<file path="config.mk">
export PLATFORM = sky130hd
export DESIGN_NAME = bvlshr_inv_search_solver_flat
export DESIGN_NICKNAME = d
export VERILOG_FILES = /design/src/rtl/bvlshr_inv_search_solver_if.sv /design/src/rtl/bvlshr_inv_search_solver.sv /design/src/flat_wrapper.sv
export SDC_FILE = /design/constraint.sdc
export NUM_CORES = 1
export LEC_CHECK = 0
export CORE_UTILIZATION = 54
export CTS_BUF_LIST = sky130_fd_sc_hd__clkbuf_8
export CTS_CLUSTER_SIZE = 30
export DETAILED_ROUTE_END_ITERATION = 8
export GPL_ROUTABILITY_DRIVEN = 0
export PLACE_DENSITY = 0.92
export SLEW_MARGIN = 20
export SYNTH_ARGS = -nofsm -noshare
export SYNTH_HDL_FRONTEND = slang
export SYNTH_SLANG_ARGS = --single-unit
</file>
<file path="constraint.sdc">
create_clock -name clk -period 3.5 [get_ports clk]
set_input_delay 0.7 -clock clk [delete_from_list [all_inputs] [get_ports clk]]
set_output_delay 0.7 -clock clk [all_outputs]
set_load 0.01 [all_outputs]
</file>
<file path="src/rtl/bvlshr_inv_search_solver_if.sv">
// Handshake/data bundle for bvlshr_inv_search_solver.
//   Request side : in_valid, in_ready, s, t, op
//   Result side  : out_valid, out_ready, x, found
// master = request producer / result consumer, slave = the solver.
interface bvlshr_inv_search_solver_if #(
  parameter int WIDTH = 4
);
  logic             in_valid;
  logic             in_ready;
  logic [WIDTH-1:0] s;
  logic [WIDTH-1:0] t;
  logic [1:0]       op;
  logic             out_valid;
  logic             out_ready;
  logic [WIDTH-1:0] x;
  logic             found;

  modport master (
    output in_valid, s, t, op, out_ready,
    input  in_ready, out_valid, x, found
  );

  modport slave (
    input  in_valid, s, t, op, out_ready,
    output in_ready, out_valid, x, found
  );
endinterface

</file>
<file path="src/rtl/bvlshr_inv_search_solver.sv">
// Sequential Skolem search for bvlshr: finds the smallest shift amount x in
// 0..WIDTH such that (s >>u x) op t holds, one candidate per clock.
// op: 00 signed >, 01 unsigned >, 10 signed <, 11 unsigned <.
// Ports:
//   clk   - rising-edge clock
//   rst_n - synchronous active-low reset
//   bus   - slave side of bvlshr_inv_search_solver_if (valid/ready request
//           carrying s/t/op, valid/ready result carrying x/found)
// x is 0 whenever found is 0. Shifts >= WIDTH all yield 0, so k = WIDTH
// covers the whole tail and the scan is exhaustive.
module bvlshr_inv_search_solver #(
  parameter int WIDTH = 4
) (
  input logic                    clk,
  input logic                    rst_n,
  bvlshr_inv_search_solver_if.slave bus
);
  localparam int KW = $clog2(WIDTH + 1);

  typedef enum logic [1:0] {
    IDLE   = 2'd0,
    SEARCH = 2'd1,
    DONE   = 2'd2
  } state_t;

  state_t           state_q;
  logic [WIDTH-1:0] s_q;
  logic [WIDTH-1:0] t_q;
  logic [1:0]       op_q;
  logic [KW-1:0]    k_q;
  logic             in_ready_q;
  logic             out_valid_q;
  logic [WIDTH-1:0] x_q;
  logic             found_q;

  logic [WIDTH-1:0] r;
  logic             hit;

  // Candidate evaluation for the current k.
  always_comb begin
    r = s_q >> k_q;
    unique case (op_q)
      2'b00:   hit = $signed(r) > $signed(t_q);
      2'b01:   hit = r > t_q;
      2'b10:   hit = $signed(r) < $signed(t_q);
      default: hit = r < t_q;
    endcase
  end

  always_ff @(posedge clk) begin
    if (!rst_n) begin
      state_q     <= IDLE;
      s_q         <= '0;
      t_q         <= '0;
      op_q        <= '0;
      k_q         <= '0;
      in_ready_q  <= 1'b0;
      out_valid_q <= 1'b0;
      x_q         <= '0;
      found_q     <= 1'b0;
    end else begin
      unique case (state_q)
        IDLE: begin
          in_ready_q <= 1'b1;
          // Gated by the registered ready so the first cycle after reset
          // (ready still low) cannot accept.
          if (bus.in_valid && in_ready_q) begin
            s_q        <= bus.s;
            t_q        <= bus.t;
            op_q       <= bus.op;
            k_q        <= '0;
            in_ready_q <= 1'b0;
            state_q    <= SEARCH;
          end
        end
        SEARCH: begin
          if (hit) begin
            x_q         <= WIDTH'(k_q);
            found_q     <= 1'b1;
            out_valid_q <= 1'b1;
            state_q     <= DONE;
          end else if (k_q == KW'(WIDTH)) begin
            x_q         <= '0;
            found_q     <= 1'b0;
            out_valid_q <= 1'b1;
            state_q     <= DONE;
          end else begin
            k_q <= k_q + 1'b1;
          end
        end
        DONE: begin
          if (bus.out_ready) begin
            out_valid_q <= 1'b0;
            in_ready_q  <= 1'b1;
            state_q     <= IDLE;
          end
        end
        default: state_q <= IDLE;
      endcase
    end
  end

  assign bus.in_ready  = in_ready_q;
  assign bus.out_valid = out_valid_q;
  assign bus.x         = x_q;
  assign bus.found     = found_q;
endmodule

</file>
<file path="src/flat_wrapper.sv">
// flat-port wrapper written by rule: the top's interface ports become plain ports
module bvlshr_inv_search_solver_flat 
#(
  parameter int WIDTH = 4
)
  (clk, rst_n, bus_in_valid, bus_s, bus_t, bus_op, bus_out_ready, bus_in_ready, bus_out_valid, bus_x, bus_found);
  bvlshr_inv_search_solver_if #(.WIDTH(WIDTH)) bus_i ();
  input logic clk;
  input logic rst_n;
  input wire logic [$bits(bus_i.in_valid)-1:0] bus_in_valid;
  input wire logic [$bits(bus_i.s)-1:0] bus_s;
  input wire logic [$bits(bus_i.t)-1:0] bus_t;
  input wire logic [$bits(bus_i.op)-1:0] bus_op;
  input wire logic [$bits(bus_i.out_ready)-1:0] bus_out_ready;
  output wire logic [$bits(bus_i.in_ready)-1:0] bus_in_ready;
  output wire logic [$bits(bus_i.out_valid)-1:0] bus_out_valid;
  output wire logic [$bits(bus_i.x)-1:0] bus_x;
  output wire logic [$bits(bus_i.found)-1:0] bus_found;
  assign bus_i.in_valid = bus_in_valid;
  assign bus_i.s = bus_s;
  assign bus_i.t = bus_t;
  assign bus_i.op = bus_op;
  assign bus_i.out_ready = bus_out_ready;
  assign bus_in_ready = bus_i.in_ready;
  assign bus_out_valid = bus_i.out_valid;
  assign bus_x = bus_i.x;
  assign bus_found = bus_i.found;
  bvlshr_inv_search_solver #(.WIDTH(WIDTH)) u_core (.clk(clk), .rst_n(rst_n), .bus(bus_i));
endmodule
</file>
# [Word level (Yosys, flattened, before mapping)]
# Index checks and enable logic that the tools add are counted.
[totals] out_inout_bits=7 wordCells=59 in_bits=14 ff_bits=22
[classes] magnitude_cmp=4 n_reduce_logical=13 n_eq_ne=10 mux=21 addsub=1 shift=1
[op_table] cell="$mux W3" n=3
[op_table] cell="$gt A4 B4 Y1" n=2
[op_table] cell="$lt A4 B4 Y1" n=2
[op_table] cell="$mux W2" n=4
[op_table] cell="$mux W4" n=2
[op_table] cell="$reduce_bool A2 Y1" n=4
[op_table] cell="$mux W1" n=7
[op_table] cell="$ne A2 B2 Y1 const B" n=3
[op_table] cell="$pmux W2 S3" n=1
[op_table] cell="$pmux W3 S2" n=1
[op_table] cell="$reduce_and A2 Y1" n=3
[op_table] cell="$reduce_and A3 Y1" n=2
[op_table] cell="$eq A2 B1 Y1 const B" n=2
[op_table] cell="$eq A2 B2 Y1 const B" n=2
[op_table] cell="$logic_not A2 Y1" n=2
[op_table] cell="$pmux W1 S2" n=2
[op_table] cell="$reduce_and A4 Y1" n=1
[op_table] cell="$shr A4 B3 Y4" n=1
[op_table] cell="$add A3 B1 Y3 const B" n=1
[op_table] cell="$eq A3 B3 Y1 const B" n=1
[op_table] cell="$ne A3 B1 Y1 const B" n=1
[op_table] cell="$pmux W1 S3" n=1
[op_table] cell="$ne A2 B1 Y1 const B" n=1
[op_table] cell="$logic_and A1 B1 Y1" n=1

# [Longest topological paths before layout]
# Gate-level depths: netlist of the first run.
[depth] word_depth=5 ltp_mapped=10 mapped_depth_nobuf=10

# [Worst setup path before layout of the first run]
# OpenSTA, ideal clock, no wires.
[synth_timing] path_type="register to register" startpoint="reg u_core.k_q[1]" endpoint="reg u_core.out_valid_q (netlist: u_core.bus.out_valid)" arrival_ns=2.367 setup_slack_ns=1.063 n_path_buf=1 path_stages_with_launch=11 t_required_ns=3.430 synth_period_minus_slack_ns=2.437 setup_time_ns=0.070 cell_sequence="dfxtp_1 > clkbuf_1 > mux4_2 > nand2b_1 > ha_1 > a41o_1 > nor2_1 > o31a_4 > nor3_2 > or3b_1 > a21oi_1"
[synth_via] elab_chain_cells=5 elab_cells_between_ends=11 cone_classes="4 x order compare; 2 x eq/ne; 1 x shift; 3 x mux; 1 x reduce/logical"
[synth_lines] element="start: declaration" line="bvlshr_inv_search_solver.sv:30" text="logic [KW-1:0] k_q;"
[synth_lines] element="start signal: assignment" line="bvlshr_inv_search_solver.sv:88" text="k_q <= k_q + 1'b1;"
[synth_lines] element="$shr A4 B3 Y4" line="bvlshr_inv_search_solver.sv:41" text="r = s_q >> k_q;"
[synth_lines] element="$lt A4 B4 Y1, or another cell as far along" line="bvlshr_inv_search_solver.sv:46" text="default: hit = r < t_q;"
[synth_lines] element="$pmux W1 S3" line="bvlshr_inv_search_solver.sv:42" text="unique case (op_q)"
[synth_lines] element="$ne A3 B1 Y1 (no source line) / $mux W1 (equally long branches)"
[synth_lines] element="$reduce_and A3 Y1 (no source line) / $pmux W1 S2 (equally long branches)"
[synth_lines] element="end signal: assignment" line="bvlshr_inv_search_solver.sv:58" text="out_valid_q <= 1'b0;"
[synth_lines] element="end signal: assignment" line="bvlshr_inv_search_solver.sv:80" text="out_valid_q <= 1'b1;"
[synth_lines] element="end signal: assignment" line="bvlshr_inv_search_solver.sv:85" text="out_valid_q <= 1'b1;"
[synth_lines] element="end: declaration" line="bvlshr_inv_search_solver.sv:32" text="logic out_valid_q;"
# Parallel ways exist; a longest one is shown, timed or not.
# A chain may end at the register's enable or synchronous reset.

# [Worst setup path in the final report of the first run]
[layout_timing] startpoint="reg u_core.k_q[0]" endpoint="reg u_core.k_q[1]"
[layout_via] elab_chain_cells=5 elab_cells_between_ends=14 cone_classes="1 x add/sub; 4 x order compare; 3 x eq/ne; 1 x shift; 4 x mux; 1 x reduce/logical"
[layout_lines] element="$shr A4 B3 Y4" line="bvlshr_inv_search_solver.sv:41"
[layout_lines] element="$lt A4 B4 Y1, or another cell as far along" line="bvlshr_inv_search_solver.sv:46"
[layout_lines] element="$pmux W1 S3" line="bvlshr_inv_search_solver.sv:42"
[layout_lines] element="$ne A2 B2 Y1 (no source line)"
[layout_lines] element="$reduce_and A4 Y1 (no source line)"
# Parallel ways exist; a longest one is shown, timed or not. The select of a mux whose other input is x is not followed.

==> flow_summary.toml, run 1 <==
[status]
outcome = "complete, no violations"

[cells_and_area]
final_cells = 196
fin_util = 0.7065
antenna_cells = 0
drive_above_1_share = 0.05917
fin_nets = 193
area_growth_pct = 19.36

[timing]
hold_violations = 0
final.min_clock_period_ns = 2.577
rsz0062_at_grt = "no"
min_period_over_period = 0.7364
setup_ws_ns = 0.9227
timing.fmax_mhz = 388.0
tightest_slew_ns = 0.6138
setup_tns_ns = 0
final.setup_skew_ns = 0.001145
drv_slew = 0
finalSetupViolations = 0
maxSlewHeadroom = 0.5904

[setup_path]
endpoint_kind = "flip-flop"
crit_fanout = 7
r2r_start = "u_core.k_q[0]"
timing.rr.end = "u_core.k_q[1]"
worstPathRequired_ns = 3.68
crit_arrival_ns = 2.76
cp-start-kind = "flip-flop"
r2r_slack_ns = 0.92
ff2ff_path_depth = 10
crit_type = "flip-flop to flip-flop"

[synth]
synth_area_leaders = "dfxtp_1, nand2_1, ha_1"
ys_ff_latch = 21
yosysMostFrequentCell = "nand2_1"
synthAdderAreaFrac = 0.09317
synth-simple-area-share = 0.2619
synth-compound-area-share = 0.2070
synth-seq-area-share = 0.3478
synth_top_cell_by_area = "dfxtp_1"
ys_warn_count = 0
synth_top_family_by_area = "simple AND/OR/NAND/NOR gates"
postSynthCellCount = 154
synth_ff_type = "dfxtp_1"
synth_fp_nets = 177
synth_top_cell_area_share = 0.3478
synth_enable_flop_cells = 0
async_reset_ff_frac = 0
synth.distinct_cells = 38
synth_xor_area_frac = 0
syn_avg_cell_area_sq_um = 7.848
synth_common_cells = "nand2_1, dfxtp_1, a21oi_1"
synth_area_sq_um = 1209
synth.area.mux_share = 0.02692

[cts]
path_clk_slew_ns = 0.07
clk_latency_ns = 0.26
cts_tree = "done"
cts_buffers = 3
hold_buffers = 0
clock_sinks = 21
cts-root-buf = "clkbuf_8"
clockBufferDepth = 2
post_cts_buffers = 0
htreeDepth = 1
cts_resized = 0

[place]
hpwl_um = 2086
dp_cells = 192
port_buffers = 19
place_ws_ns = 0.9590

[power]
ir_drop_mv = 0.4163
p_leak_uw = 0.0005055
pwr_density_cell_nw_per_um2 = 558.4

[routing]
drtIter0Drc = 32
wl_per_cell_um = 13.96
drtPass1Iterations = 4
drc = 0
drt-total-wl_um = 2736
vias = 1125
routed_via_density = 5.740
ant_nets = 0

[min_path]
hold_end = "u_core.t_q[0]"
min_from = "u_core.t_q[0]"
hold_depth = 2
hold_class = "flip-flop to flip-flop"

[floorplanning]
core_area_sq_um = 2042
die-area_sq_um = 2431
start_util = 0.5919
rows = 16
pin_count = 21
dieWidth_um = 49.31
die_h_um = 49.31

[global_route]
grt_max_degree = 21
antenna_found_initial = 0
grt_overflow_total = 0
grt_pass1_wl_um = 4698
grt_usage = 0.2497
grt_pass1_vias = 1117

[job]
max-cap-violations = 0
-- cell type report --
class | count | area [sq um]
multi-input cells | 115 | 715.7
fillers | 168 | 599.3
flip-flops and latches | 21 | 420.4
repair buffers | 19 | 190.2
clock buffers | 3 | 41.29
inverters | 10 | 37.54
well taps | 27 | 33.78
clock inverters | 1 | 3.754
-- critical path: stages, from the launching register on --
cell and delay (ns):
dfxtp_1 0.39, inv_1 0.17, nand2_1 0.09, a211oi_1 0.28
ha_1 0.29, nor2b_1 0.13, o211a_1 0.27, o31a_4 0.33
nor2_2 0.20, nand4_1 0.13, a31oi_1 0.21
-- routing by layer --
| layer | global-route usage | share of wire |
|---|---|---|
| met1 | 0.2726 | 0.44 |
| met5 | 0 | 0 |
| met2 | 0.4680 | 0.52 |
| met3 | 0.05607 | 0.034 |
| met4 | 0.07843 | 0.0069 |
-- registers in the layout (all words and copies together), names as in the netlist --
name	cells
u_core.bus.out_valid	1
u_core.t_q	4
u_core.op_q	2
u_core.bus.found	1
u_core.s_q	4
u_core.bus.x	3
u_core.k_q	3
u_core.state_q	2
u_core.bus.in_ready	1
-- per-stage QoR --
step	hold WS, ns	total power (uW)	area [sq um]
floorplan	0.4334	552.5	1209
global placement	0.4450	626.7	1398
detailed placement	0.4552	646.9	1398
CTS	0.4658	804.5	1443
global route	0.4913	859.1	1443
finish	0.4674	805.6	1443
-- cell families after synthesis --
family / count (synthesis)
flops: 21
buf+inv: 18
other cells: 1
fa+ha+maj: 9
compound gates: 37
simple gates: 66
mux: 2
-- cells in the final DEF (no fill, tap or decap), types with 3 or more instances in the layout --
| master | netlist | final |
|---|---|---|
| a31oi_1 | 3 | 3 |
| nor2_1 | 6 | 6 |
| nand2_1 | 32 | 32 |
| clkbuf_8 | 0 | 3 |
| a21oi_1 | 17 | 17 |
| nor2b_1 | 3 | 3 |
| clkdlybuf4s50_1 | 0 | 19 |
| inv_1 | 10 | 11 |
| nor3_1 | 3 | 3 |
| o21ai_0 | 3 | 3 |
| or3_1 | 3 | 3 |
| dfxtp_1 | 21 | 21 |
| nand3_1 | 8 | 8 |
| ha_1 | 9 | 9 |
-- report_power, final --
group          internal, uW  switching [uW]  total, uW
combinational           148             198        346
clock                  78.3            79.4        158
sequential              274            28.3        302
total                   500             306        806
-- worst max path at each step --
stage | startpoint | end | slack, ns | cells past startpoint
global route | u_core.k_q[0] | u_core.k_q[1] | 0.75 | 10
detailed placement | u_core.k_q[0] | u_core.k_q[0] | 0.96 | 10
global placement | u_core.k_q[0] | u_core.k_q[0] | 1.05 | 10
CTS | u_core.k_q[0] | u_core.k_q[1] | 0.93 | 10
floorplan | u_core.k_q[1] | u_core.bus.out_valid | 1.06 | 10
finish | u_core.k_q[0] | u_core.k_q[1] | 0.92 | 10
Note: power is estimated with default switching activity, not from simulation.
==> inputs of run 2 (changes only) <==
==> constraint.sdc (replaced) <==
create_clock -name clk -period 2.6 [get_ports clk]
set_input_delay 0.52 -clock clk [delete_from_list [all_inputs] [get_ports clk]]
set_output_delay 0.52 -clock clk [all_outputs]
set_load 0.01 [all_outputs]
==> flow_summary.toml, run 2 (synthesized netlist as in run 1, its figures left out) <==
[setup_path]
r2r_slack_ns = 0.12
cp_cell_sequence = "mux4_2 -> nand2b_1 -> ha_1 -> a41o_1 -> nor2_1 -> o31a_4 -> nor2_4 -> or3_1 -> a31oi_1"
endpoint_kind = "flip-flop"
timing.rr.end = "u_core.k_q[0]"
ff2ff_path_depth = 9
r2r_start = "u_core.k_q[1]"
cp-start-kind = "flip-flop"
crit_type = "flip-flop to flip-flop"
worstPathRequired_ns = 2.78
cp_slowest_cell = "mux4_2"
crit_fanout = 8
crit_arrival_ns = 2.66
max_stage_delay_ns = 0.51

[cts]
post_cts_buffers = 0
clk_latency_ns = 0.26
hold_buffers = 0
cts_buffers = 3
htreeDepth = 1
cts_resized = 1
path_clk_slew_ns = 0.08
clockBufferDepth = 2
cts-root-buf = "clkbuf_8"
cts_tree = "done"
clock_sinks = 21

[timing]
timing.fmax_mhz = 403.0
drv_slew = 0
hold_violations = 0
min_period_over_period = 0.9543
final.min_clock_period_ns = 2.481
maxSlewHeadroom = 0.5712
finalSetupViolations = 0
final.setup_skew_ns = 0.002000
tightest_slew_ns = 0.6425

[power]
p_clk_frac = 0.196
ir_drop_mv = 0.6768
intPower_uw = 683.1
p_leak_uw = 0.0005151
p_sw_uw = 439.2
power_frac_comb = 0.439
pwr_density_cell_nw_per_um2 = 763.4
design_power_total_uw = 1122
p_sw_frac = 0.3913
p_seq_frac = 0.365

[job]
max-cap-violations = 0

[min_path]
hold_depth = 2
hold_end = "u_core.bus.found"
min_from = "u_core.bus.found"
hold_class = "flip-flop to flip-flop"

[floorplanning]
rows = 16
pin_count = 21
die_h_um = 49.31
start_util = 0.5919
die-area_sq_um = 2431
dieWidth_um = 49.31
core_area_sq_um = 2042

[cells_and_area]
fin_util = 0.7200
fin_nets = 194
area_growth_pct = 21.64
layout_common_cells = "nand2_1, clkdlybuf4s50_1, dfxtp_1"
drive_above_1_share = 0.08824
antenna_cells = 0
mostFrequentLayoutCell = "nand2_1"
fillers = 162
reg_top3 = "u_core.s_q: 4 flops, u_core.t_q: 4 flops"

[global_route]
grt_max_degree = 21
grt_usage = 0.2693
antenna_found_initial = 0
grt_overflow_total = 0
grt_pass1_wl_um = 4981
grt_pass1_vias = 1145

[routing]
wl_per_cell_um = 15.43
drc = 0
drt-total-wl_um = 3039
drtIter0Drc = 33
drtPass1Iterations = 4
ant_nets = 0
routed_via_density = 5.873
vias = 1157

[place]
hpwl_um = 2197
port_buffers = 19

[status]
outcome = "complete, no violations"
-- run 2: worst max-delay path by stage --
stage                       start                    to  slack (ns)  cells past startpoint
floorplan           u_core.k_q[1]  u_core.bus.out_valid        0.16                     10
global placement    u_core.k_q[0]         u_core.k_q[0]        0.18                     10
detailed placement  u_core.k_q[0]         u_core.k_q[0]      -0.004                     10
CTS                 u_core.k_q[0]         u_core.k_q[0]        0.02                     10
global route        u_core.k_q[0]         u_core.k_q[0]       -0.02                     10
finish              u_core.k_q[1]         u_core.k_q[0]        0.12                      9
-- run 2: critical path: cells and delay by family, from the launching register on --
| kind | cells | cell delay [ns] |
|---|---|---|
| AOI/OAI and AO/OA | 3 | 0.62 |
| adders and majority gates | 1 | 0.22 |
| DFF | 1 | 0.43 |
| muxes | 1 | 0.51 |
| and+or+nand+nor | 4 | 0.60 |
-- run 2: layout make-up --
| type | instances | area, sq um | area share |
|---|---|---|---|
| clock buffer | 3 | 41.29 | 0.02809 |
| clock inverter | 1 | 3.754 | 0.002553 |
| inverter | 10 | 37.54 | 0.02553 |
| multi-input combinational | 115 | 733.2 | 0.4987 |
| sequential | 21 | 422.9 | 0.2877 |
| tap | 27 | 33.78 | 0.02298 |
| timing repair buffer | 20 | 197.7 | 0.1345 |
-- run 2: stage by stage --
step	area [sq um]	cells	hold slack [ns]	setup slack [ns]	TNS, ns
floorplan	1209	154	0.4334	0.1631	0
global placement	1405	193	0.4451	0.1778	0
detailed placement	1405	193	0.4559	-0.003682	-0.003682
CTS	1450	197	0.4680	0.01620	0
global route	1470	197	0.4950	-0.01734	-0.01734
finish	1470	197	0.4628	0.1187	0
-- run 2: routing by layer --
metal | up-vias | global-route usage | part of all wire
met3 | 7 | 0.03427 | 0.036
met4 | 0 | 0.1176 | 0.019
met5 | - | 0 | 0
met1 | 554 | 0.2802 | 0.40
li1 | 564 | - | -
met2 | 32 | 0.5251 | 0.55
-- run 2: power by group through the flow --
stage | Combinational [uW] | Clock (uW) | Sequential [uW]
after global placement | 439 | 0 | 410
after CTS | 472 | 215 | 408
after floorplan | 333 | 0 | 410
after detailed placement | 465 | 0 | 414
final | 493 | 220 | 410
after global routing | 548 | 221 | 415
==> inputs of run 3 (changes only) <==
--- a/config.mk
+++ b/config.mk
@@ -10,6 +10,7 @@
 export CTS_CLUSTER_SIZE = 30
 export DETAILED_ROUTE_END_ITERATION = 8
 export GPL_ROUTABILITY_DRIVEN = 0
+export GPL_TIMING_DRIVEN = 1
 export PLACE_DENSITY = 0.92
 export SLEW_MARGIN = 20
 export SYNTH_ARGS = -nofsm -noshare
==> results of run 3 <==
No change in the layout: final DEF, timing and power equal those of run 2.
